**src/rtl/merge2_rr.sv**
```systemverilog
// merge2_rr: two-input, one-output packet merge with round-robin arbitration.
//
// Recombines two packet streams onto a single link. Each input is buffered
// in a small FIFO; the output is a registered valid/ready stage carrying a
// source tag (out_src) that mirrors the select channel of the 2-way decoder.
//
// Ports:
//   clk        rising-edge clock
//   reset      asynchronous, active-high reset
//   in0_valid  input 0 packet present
//   in0_data   input 0 packet (W bits, [8:5] = destination, passed through)
//   in0_ready  input 0 FIFO can accept
//   in1_valid  input 1 packet present
//   in1_data   input 1 packet
//   in1_ready  input 1 FIFO can accept
//   out_valid  output packet present
//   out_data   output packet
//   out_src    0 = packet came from in0, 1 = packet came from in1
//   out_ready  downstream accepts
module merge2_rr #(
  parameter int W     = 9,
  parameter int DEPTH = 2
) (
  input  logic         clk,
  input  logic         reset,
  input  logic         in0_valid,
  input  logic [W-1:0] in0_data,
  output logic         in0_ready,
  input  logic         in1_valid,
  input  logic [W-1:0] in1_data,
  output logic         in1_ready,
  output logic         out_valid,
  output logic [W-1:0] out_data,
  output logic         out_src,
  input  logic         out_ready
);

  localparam int PW = $clog2(DEPTH);
  localparam int CW = PW + 1;
  localparam logic [CW-1:0] FULL = CW'(DEPTH);

  logic [W-1:0]  mem0 [DEPTH];
  logic [W-1:0]  mem1 [DEPTH];
  logic [PW-1:0] wp0, rp0, wp1, rp1;
  logic [CW-1:0] cnt0, cnt1;
  logic          prio;

  logic push0, push1, pop0, pop1;
  logic ne0, ne1;
  logic load_en, grant, winner;

  // Ready depends only on occupancy; reset forces it low while asserted.
  assign in0_ready = !reset && (cnt0 < FULL);
  assign in1_ready = !reset && (cnt1 < FULL);

  assign push0 = in0_valid && in0_ready;
  assign push1 = in1_valid && in1_ready;
  assign ne0   = (cnt0 != '0);
  assign ne1   = (cnt1 != '0);

  assign load_en = !out_valid || out_ready;
  assign grant   = load_en && (ne0 || ne1);

  // The favoured input wins if it has data; otherwise the other one does.
  always_comb begin
    winner = 1'b0;
    if (prio) winner = ne1 ? 1'b1 : 1'b0;
    else      winner = ne0 ? 1'b0 : 1'b1;
  end

  assign pop0 = grant && !winner;
  assign pop1 = grant &&  winner;

  // Storage is not reset: occupancy counters alone define validity.
  always_ff @(posedge clk) begin
    if (push0) mem0[wp0] <= in0_data;
    if (push1) mem1[wp1] <= in1_data;
  end

  always_ff @(posedge clk or posedge reset) begin
    if (reset) begin
      wp0  <= '0;
      rp0  <= '0;
      cnt0 <= '0;
    end else begin
      if (push0) wp0 <= wp0 + 1'b1;
      if (pop0)  rp0 <= rp0 + 1'b1;
      case ({push0, pop0})
        2'b10:   cnt0 <= cnt0 + 1'b1;
        2'b01:   cnt0 <= cnt0 - 1'b1;
        default: cnt0 <= cnt0;
      endcase
    end
  end

  always_ff @(posedge clk or posedge reset) begin
    if (reset) begin
      wp1  <= '0;
      rp1  <= '0;
      cnt1 <= '0;
    end else begin
      if (push1) wp1 <= wp1 + 1'b1;
      if (pop1)  rp1 <= rp1 + 1'b1;
      case ({push1, pop1})
        2'b10:   cnt1 <= cnt1 + 1'b1;
        2'b01:   cnt1 <= cnt1 - 1'b1;
        default: cnt1 <= cnt1;
      endcase
    end
  end

  // Output register. With both FIFOs empty on a load, only valid drops;
  // data and tag keep their last values.
  always_ff @(posedge clk or posedge reset) begin
    if (reset) begin
      out_valid <= 1'b0;
      out_data  <= '0;
      out_src   <= 1'b0;
      prio      <= 1'b0;
    end else if (load_en) begin
      if (grant) begin
        out_valid <= 1'b1;
        out_data  <= winner ? mem1[rp1] : mem0[rp0];
        out_src   <= winner;
        prio      <= ~winner;
      end else begin
        out_valid <= 1'b0;
      end
    end
  end

endmodule

```
**config.mk**
```make
export PLATFORM = sky130hd
export DESIGN_NAME = merge2_rr
export DESIGN_NICKNAME = d
export VERILOG_FILES = /design/src/rtl/merge2_rr.sv
export SDC_FILE = /design/constraint.sdc
export NUM_CORES = 1
export LEC_CHECK = 0
export CAP_MARGIN = 0
export CORE_AREA = 2 2 67 69
export CTS_CLUSTER_DIAMETER = 30
export DETAILED_ROUTE_END_ITERATION = 8
export DIE_AREA = 0 0 69 71
export GPL_TIMING_DRIVEN = 0
export PLACE_DENSITY_LB_ADDON = 0.15
export SLEW_MARGIN = 0
export SYNTH_ARGS = -nofsm -noshare
export SYNTH_HDL_FRONTEND = slang
export SYNTH_SLANG_ARGS = --single-unit
```
**constraint.sdc**
```tcl
create_clock -name clk -period 4.4 [get_ports clk]
set_input_delay 0.88 -clock clk [delete_from_list [all_inputs] [get_ports clk]]
set_output_delay 0.88 -clock clk [all_outputs]
set_load 0.005 [all_outputs]
```
==> results.toml, run 1 <==
[timing]
fin_crit_sh_pct = 67.0
rsz0062_at_grt = "false"
min_period_ns = 2.95
fin_setup_tns_ns = 0
relSlewSlack_pct = 36.0
worstMarginPinSlew_ns = 0.953
final_hold_viol_count = 0
final_max_slew_viol_count = 0
setup_viol = 0
fin_skew_ns = 0.00883
fmax_mhz = 339

[critical_path]
setup.worst_path.start_class = "input port"
worstReg2RegStart = "cnt1[1]$_DFFE_PP0P_"
crit_chain = "clkdlybuf4s50_1 -> nor2_1 -> clkdlybuf4s50_1"
cpMaxStageDelayCell = "clkdlybuf4s50_1"
reg2reg_to = "cnt1[1]$_DFFE_PP0P_"
end_kind = "primary output"
crit_top_cell = "clkdlybuf4s50_1"
r2r_cells = 7
cp_max_fo = 3
reg2reg_slack_ns = 2.29
slowest_delay_ns = 0.53
critPathArrivalTime_ns = 2.07
critPathKind = "in2out"
cp_data_required_time_ns = 3.52

[yosys]
synth_cells = 160
synth_fp_nets = 185
synth.distinct_cells = 33
synthFlopType = "edfxtp_1"
syn_avg_cell_area_um2 = 14.4
async_flop_share_pct = 35.7
seq_area_frac_synth_pct = 68.8
synth_area_um2 = 2300
yosys_warnings = 0
synth_edf_count = 36
synth_seq_cells = 56

[worst_hold_path]
min_from = "wp0$_DFFE_PP0P_"
min_path_type = "reg2reg"
holdPathStages = 1
hold_path_end = "wp0$_DFFE_PP0P_"

[finish]
multi_input_area_um2 = 637
area_growth_pct = 22.0
nets = 227
layout_commonest_cell = "edfxtp_1"
mostFrequentLayoutCells = "36 x edfxtp_1, 35 x clkdlybuf4s50_1, 20 x dfrtp_1"
diodes = 0
seq_area_um2 = 1580
final.fill_count = 310
drive_gt1_share_pct = 8.87

[detailed_routing]
drc = 0
first_iter_violations = 102
ant_nets = 0
first_pass_iters = 5
vias_per_cell = 5.71
routedWlPerCell_um = 16.7
drt-total-wl_um = 4260
vias = 1456

[floorplan]
die_y_um = 71
core_um2 = 4200
initial_core_util_pct = 54.7
die_area_um2 = 4900
fp-row-count = 24
ioPinCount = 36
die_w_um = 69

[power_and_ir_drop]
clkPwrFrac_pct = 16.4
p_sw_w = 0.000583
combinationalPowerShare_pct = 39.4
p_int_w = 0.00113
power_per_cell_area_nw_per_um2 = 611
seqPwrFrac_pct = 44.2
power_w = 0.00171
switching_share_pct = 34.0
irDropWorstVdd_uv = 277
leakage_nw = 1.00

[global_route]
grt_pass1_wl_um = 7080
grt_start_max_net_pins = 21
grt_pass1_vias = 1501
track_usage_pct = 18.6
grt-ovfl-total = 0
antenna_found_initial = 0

[place]
place.gp.congestion = 0.799
io_buffers = 35
hpwlAfterDp_um = 3060

[flow_run]
max_cap_violations = 0

[cts]
cts-resized-gates = 0
cts_setup_buffers = 0
clk_pin_slew_worst_paths_ns = 0.10
numCtsBuffers = 5
worstSkewPairLatency_ns = 0.31
h-tree-depth = 2
ctsHoldBuffers = 0
numClockSinks = 56
cts_tree = "built"
cts-root-buf = "clkbuf_8"
clock_path_buffers = 2

[run_status]
status = "completed"
[synth_stat cells, drive strengths merged, types with 2 or more instances]
library cell | count | area [um2]
edfxtp | 36 | 1080
dfrtp | 20 | 500
nor2b | 18 | 113
o21ai | 10 | 50.0
a2111oi | 9 | 78.8
a221oi | 9 | 78.8
o31ai | 9 | 67.6
nor2 | 7 | 26.3
xnor2 | 7 | 61.3
buf | 5 | 38.8
clkbuf | 5 | 21.3
inv | 3 | 11.3
xor2 | 3 | 26.3
and3 | 2 | 12.5
ha | 2 | 25.0
nand2 | 2 | 7.51
or2 | 2 | 12.5
[through the flow]
step | worst slack [ns] | cell area [um2] | hold WS [ns] | std cells | util, %
final | 1.45 | 2810 | 0.507 | 255 | 66.7
after detailed placement | 1.44 | 2710 | 0.487 | 247 | 64.6
after CTS | 1.44 | 2810 | 0.506 | 255 | 66.7
after floorplan | 2.40 | 2300 | 0.460 | 160 | -
after global placement | 1.45 | 2710 | 0.478 | 247 | 64.6
after global routing | 1.37 | 2810 | 0.533 | 255 | 66.7
[sequential cells by signal, indices dropped and copies added (netlist names)]
name	cells
mem0	18
rp1	1
out_valid	1
prio	1
out_data	9
cnt0	2
mem1	18
wp0	1
out_src	1
cnt1	2
rp0	1
wp1	1
[worst max-delay path, delay by kind of cell]
family | cells | cell delay (ns)
buffers and inverters | 2 | 0.98
and+or+nand+nor | 1 | 0.20
[metal layers]
metal | vias to the layer above | routed length, um | global-route usage, %
li1 | 688 | - | -
met1 | 709 | 1880 | 24.3
met2 | 55 | 2140 | 31.4
met3 | 4 | 203 | 4.42
met4 | 0 | 37 | 5.45
met5 | - | 0 | 0
[power groups by stage]
stage,combinational (W),clock [W],sequential [W]
after global routing,0.000731,0.000310,0.000775
after CTS,0.000674,0.000289,0.000757
after global placement,0.000649,0,0.000765
after detailed placement,0.000672,0,0.000767
after floorplan,0.000429,0,0.000755
final,0.000675,0.000281,0.000757
[worst max-delay path by stage]
stage / from / end / slack [ns] / cells after the start
finish: reset / in1_ready / 1.45 / 3
global route: reset / in0_ready / 1.37 / 3
CTS: reset / in1_ready / 1.44 / 3
detailed placement: reset / in1_ready / 1.44 / 3
global placement: reset / in1_ready / 1.45 / 3
floorplan: out_ready / cnt1[1]$_DFFE_PP0P_ / 2.40 / 6
[kinds of logic after synthesis]
family          count (synthesis)  share of synthesized area (%)
flops                          56                           68.8
buf+inv                        14                           3.48
compound gates                 42                           13.8
xor+xnor                       10                           3.81
simple gates                   36                           9.04
fa+ha+maj                       2                           1.09
[cell type report]
cell class,instances,area share (%)
Clock buffer,5,2.45
Buffer,11,2.45
Clock inverter,3,0.803
Timing Repair Buffer,35,12.5
Inverter,3,0.401
Multi-Input combinational cell,90,22.7
Tap cell,52,2.32
Sequential cell,56,56.4
Note: power is estimated with default switching activity, not from simulation.
==> run 2: changes to the inputs <==
--- a/config.mk
+++ b/config.mk
@@ -6,10 +6,10 @@
 export NUM_CORES = 1
 export LEC_CHECK = 0
 export CAP_MARGIN = 0
-export CORE_AREA = 2 2 67 69
+export CORE_AREA = 2 2 69 71
 export CTS_CLUSTER_DIAMETER = 30
 export DETAILED_ROUTE_END_ITERATION = 8
-export DIE_AREA = 0 0 69 71
+export DIE_AREA = 0 0 71 73
 export GPL_TIMING_DRIVEN = 0
 export PLACE_DENSITY_LB_ADDON = 0.15
 export SLEW_MARGIN = 0
==> constraint.sdc (replaced) <==
create_clock -name clk -period 2.88 [get_ports clk]
set_input_delay 0.576 -clock clk [delete_from_list [all_inputs] [get_ports clk]]
set_output_delay 0.576 -clock clk [all_outputs]
set_load 0.005 [all_outputs]
==> run 2 against run 1 <==
Effect of this change: clock skew decreased by 0.0012 ns; worst hold slack gained 0.00097 ns; die area increased by 5.8%; worst setup slack got worse by 0.94 ns; non-clock buffer count unchanged; critical path type unchanged; largest cell class unchanged; highest routed layer unchanged.
==> results.toml, run 2 (synthesis results as in run 1) <==
[run_status]
status = "completed"

[timing]
worstMarginPinSlew_ns = 0.864
final_max_slew_viol_count = 0
fmax_mhz = 423
rsz0062_at_grt = "false"
fin_skew_ns = 0.00768
relSlewSlack_pct = 42.0
min_period_ns = 2.36
fin_setup_tns_ns = 0
fin_crit_sh_pct = 82.1
setup_viol = 0
final_hold_viol_count = 0

[cts]
clock_path_buffers = 2
ctsHoldBuffers = 0
worstSkewPairLatency_ns = 0.30
numClockSinks = 56
clk_pin_slew_worst_paths_ns = 0.09
cts_setup_buffers = 0
cts-root-buf = "clkbuf_8"
cts-resized-gates = 0
cts_tree = "built"
numCtsBuffers = 5
h-tree-depth = 2

[global_route]
grt_pass1_wl_um = 7060
grt-ovfl-total = 0
track_usage_pct = 18.0
grt_start_max_net_pins = 21
grt_pass1_vias = 1519
antenna_found_initial = 0

[critical_path]
slowest_delay_ns = 0.55
critPathArrivalTime_ns = 1.79
critPathKind = "in2out"
setup.worst_path.start_class = "input port"
cp_max_fo = 3
crit_top_cell = "clkdlybuf4s50_1"
cp_data_required_time_ns = 2.30
cpMaxStageDelayCell = "clkdlybuf4s50_1"
crit_chain = "clkdlybuf4s50_1 -> nor2_1 -> clkdlybuf4s50_1"
end_kind = "primary output"

[flow_run]
max_cap_violations = 0

[detailed_routing]
drt-total-wl_um = 4350
first_pass_iters = 4
first_iter_violations = 58
vias_per_cell = 5.47
ant_nets = 0
vias = 1407
drc = 0
routedWlPerCell_um = 16.9

[floorplan]
die_w_um = 71
ioPinCount = 36
initial_core_util_pct = 50.7
die_area_um2 = 5180
die_y_um = 73
fp-row-count = 25
core_um2 = 4540

[finish]
top_regs = "mem0: 18 flops, mem1: 18 flops, out_data: 9 flops"
layout_commonest_cell = "edfxtp_1"
area_growth_pct = 22.1
diodes = 0
final.fill_count = 357
nets = 227
drive_gt1_share_pct = 7.88
mostFrequentLayoutCells = "36 x edfxtp_1, 35 x clkdlybuf4s50_1, 20 x dfrtp_1"

[place]
hpwlAfterDp_um = 3190
place.gp.congestion = 0.776
io_buffers = 35

[power_and_ir_drop]
irDropWorstVdd_uv = 346
power_per_cell_area_nw_per_um2 = 931
leakage_nw = 0.998
power_w = 0.00261

[worst_hold_path]
min_path_type = "reg2reg"
-- run 2: cell types whose count changed in the layout (fill, tap and decap cells not counted) --
cell | before | now
clkinv_2 | 1 | 0
clkbuf_1 | 3 | 5
inv_6 | 1 | 0
clkinv_4 | 1 | 0
clkbuf_8 | 5 | 6
-- run 2: cell type report --
class	count	area [um2]	area share, %
Inverter	3	11.3	0.401
Buffer	11	68.8	2.45
Multi-Input combinational cell	90	637	22.7
Sequential cell	56	1580	56.4
Timing Repair Buffer	35	350	12.5
Clock buffer	8	90.1	3.21
Tap cell	54	67.6	2.41
-- run 2: worst paths after layout --
path / from / endpoint / slack (ns) / cells after the start
worst max-delay path: reset / in0_ready / 0.52 / 3
worst min-delay path: wp0$_DFFE_PP0P_ / wp0$_DFFE_PP0P_ / 0.51 / 1
worst max register to register: cnt1[1]$_DFFE_PP0P_ / cnt1[1]$_DFFE_PP0P_ / 0.73 / 7
worst min register to register: wp0$_DFFE_PP0P_ / wp0$_DFFE_PP0P_ / 0.51 / 1
max in group asynchronous: reset / out_data[1]$_DFFE_PP0P_ / 1.63 / 2
min in group asynchronous: reset / out_data[8]$_DFFE_PP0P_ / 0.77 / 2
-- run 2: where the power goes --
group | internal [W] | leakage, nW | switching, W | total (W)
combinational | 0.000496 | 0.391 | 0.000529 | 0.00102
sequential | 0.00106 | 0.561 | 0.000103 | 0.00116
clock | 0.000197 | 0.0455 | 0.000233 | 0.000430
total | 0.00175 | 0.998 | 0.000865 | 0.00261
-- run 2: worst max-delay path, delay by kind of cell --
kind / cells / cell delay [ns]
buffers and inverters: 2 / 0.99
and+or+nand+nor: 1 / 0.22
-- run 2: per-layer routing --
metal / vias up / part of all wire (%) / track usage, %
li1: 693 / - / -
met3: 2 / 3.6 / 4.70
met4: 0 / 0.46 / 5.03
met2: 25 / 53 / 32.0
met5: - / 0 / 0
met1: 687 / 43 / 21.7
-- run 2: metrics by stage --
stage | instances | util (%) | setup WS (ns) | cell area, um2 | hold slack [ns]
floorplan | 160 | - | 0.972 | 2300 | 0.460
global placement | 249 | 59.9 | 0.557 | 2720 | 0.478
detailed placement | 249 | 59.9 | 0.446 | 2720 | 0.493
CTS | 257 | 61.9 | 0.514 | 2810 | 0.505
global route | 257 | 61.9 | 0.452 | 2810 | 0.515
finish | 257 | 61.9 | 0.516 | 2810 | 0.508
==> run 3: changes to the inputs <==
--- a/config.mk
+++ b/config.mk
@@ -6,10 +6,10 @@
 export NUM_CORES = 1
 export LEC_CHECK = 0
 export CAP_MARGIN = 0
-export CORE_AREA = 2 2 69 71
+export CORE_AREA = 2 2 73 75
 export CTS_CLUSTER_DIAMETER = 30
 export DETAILED_ROUTE_END_ITERATION = 8
-export DIE_AREA = 0 0 71 73
+export DIE_AREA = 0 0 75 77
 export GPL_TIMING_DRIVEN = 0
 export PLACE_DENSITY_LB_ADDON = 0.15
 export SLEW_MARGIN = 0
==> constraint.sdc (replaced) <==
create_clock -name clk -period 2.09 [get_ports clk]
set_input_delay 0.418 -clock clk [delete_from_list [all_inputs] [get_ports clk]]
set_output_delay 0.418 -clock clk [all_outputs]
set_load 0.005 [all_outputs]
==> run 3 against run 2 <==
Effect of this change: clock skew fell by 0.0026 ns; critical path depth did not move; sequential power rose by 38%; design area rose by 2.0%; critical path type unchanged; largest power group unchanged.
==> results.toml, run 3 (synthesis results as in run 1) <==
[timing]
rsz0062_at_grt = "false"
relSlewSlack_pct = 42.6
holdWs_ns = 0.500
fin_crit_sh_pct = 95.5
fin_setup_tns_ns = 0
fin_skew_ns = 0.00509
min_period_ns = 2.00
final_max_slew_viol_count = 0
fmax_mhz = 501
worstMarginPinSlew_ns = 0.854
final_hold_viol_count = 0
setup_ws_ns = 0.0934
setup_viol = 0

[cts]
numClockSinks = 56
numCtsBuffers = 5
clk_pin_slew_worst_paths_ns = 0.09
worstSkewPairLatency_ns = 0.31
cts_setup_buffers = 0
clock_path_buffers = 2
cts-root-buf = "clkbuf_8"
cts_tree = "built"
h-tree-depth = 2
ctsHoldBuffers = 0

[critical_path]
end_kind = "primary output"
r2r_cells = 8
reg2reg_to = "cnt1[1]$_DFFE_PP0P_"
crit_buf_inv = 2
cpMaxStageDelayCell = "clkdlybuf4s50_1"
crit_chain = "clkdlybuf4s50_1 -> nor2_1 -> clkdlybuf4s50_1"
cp_data_required_time_ns = 1.67
worstReg2RegStart = "cnt0[0]$_DFFE_PP0P_"
critPathLaunch = "reset"
reg2reg_slack_ns = 0.10
crit_top_cell = "clkdlybuf4s50_1"
critPathArrivalTime_ns = 1.58
crit_family = "buffers and inverters"
cp_max_fo = 3
setup.worst_path.start_class = "input port"
slowest_delay_ns = 0.53
critPathKind = "in2out"

[place]
dpl.cell_count = 265
io_buffers = 35
place.gp.congestion = 0.763
dpl_worst_slack_ns = -0.185

[finish]
mostFrequentLayoutCells = "36 x edfxtp_1, 35 x clkdlybuf4s50_1, 19 x dfrtp_1"
drive_gt1_share_pct = 10.3
post-route-util_pct = 57.5
diodes = 0
nets = 227
area_growth_pct = 24.6
layout_commonest_cell = "edfxtp_1"
top_regs = "mem0: 18 flops, mem1: 18 flops, out_data: 9 flops"
fin_cells = 273

[power_and_ir_drop]
irDropWorstVdd_uv = 609
leakage_nw = 1.01
power_per_cell_area_nw_per_um2 = 1310

[worst_hold_path]
min_path_type = "reg2reg"
hold_path_end = "wp1$_DFFE_PP0N_"
holdPathStages = 1
min_from = "wp1$_DFFE_PP0N_"

[detailed_routing]
first_pass_iters = 4
drc = 0
drt-total-wl_um = 4400
vias = 1461
routedWlPerCell_um = 16.1
first_iter_violations = 115
vias_per_cell = 5.35
ant_nets = 0

[global_route]
antenna_found_initial = 0
track_usage_pct = 16.7
grt-ovfl-total = 0
grt_pass1_vias = 1471
grt_pass1_wl_um = 7060
grt_start_max_net_pins = 21

[floorplan]
die_w_um = 75
die_y_um = 77
fp-row-count = 26
core_um2 = 4980
initial_core_util_pct = 46.2
die_area_um2 = 5780
ioPinCount = 36

[run_status]
status = "completed"

[flow_run]
max_cap_violations = 0
## run 3: per-stage QoR
stage	area, um2	total power, W
final	2860	0.00374
after global routing	2860	0.00399
after CTS	2860	0.00377
after detailed placement	2740	0.00306
after global placement	2740	0.00299
after floorplan	2300	0.00249
## run 3: per-layer routing
metal,track usage [%],part of all wire [%],vias to the layer above
li1,-,-,691
met1,19.8,37,721
met2,28.9,56,42
met3,4.07,4.8,7
met4,5.36,2.0,0
met5,0,0,-
## run 3: power by group
part	switching [W]	internal, W	total (W)
clock	0.000347	0.000361	0.000708
combinational	0.000742	0.000688	0.00143
sequential	0.000146	0.00146	0.00160
total	0.00123	0.00251	0.00374
## run 3: cell type report
class                   count  area [um2]
fillers                   435        2110
inverters                   3        11.3
flip-flops and latches     56        1580
multi-input cells          90         647
plain buffers              11        68.8
clock buffers               5        68.8
repair buffers             35         350
clock inverters             3        46.3
well taps                  70        87.6
## run 3: worst max path at each step
stage | depth (start not counted) | end | slack, ns
6_report | 3 | in0_ready | 0.09
5_1_grt | 4 | mem0[0][5]$_DFFE_PP_ | 0.004
4_1_cts | 8 | cnt1[1]$_DFFE_PP0P_ | 0.04
3_5_place_dp | 4 | mem0[0][4]$_DFFE_PP_ | -0.18
3_3_place_gp | 4 | mem1[0][0]$_DFFE_PP_ | -0.06
2_1_floorplan | 8 | cnt1[1]$_DFFE_PP0P_ | 0.18
## run 3: worst reg2reg max path: stages (launching register included)
cell	delay (ns)
dfrtp_1	0.39
buf_6	0.14
or3_4	0.36
buf_6	0.15
a211o_1	0.28
inv_1	0.07
ha_1	0.25
nor2_1	0.12
xor2_1	0.15
## run 3: what timing repair did
action / 4_1_cts / 5_1_grt
pin swaps: 0 / 2
gates resized for setup: 1 / 2
endpoints found under the setup margin: 1 / 1
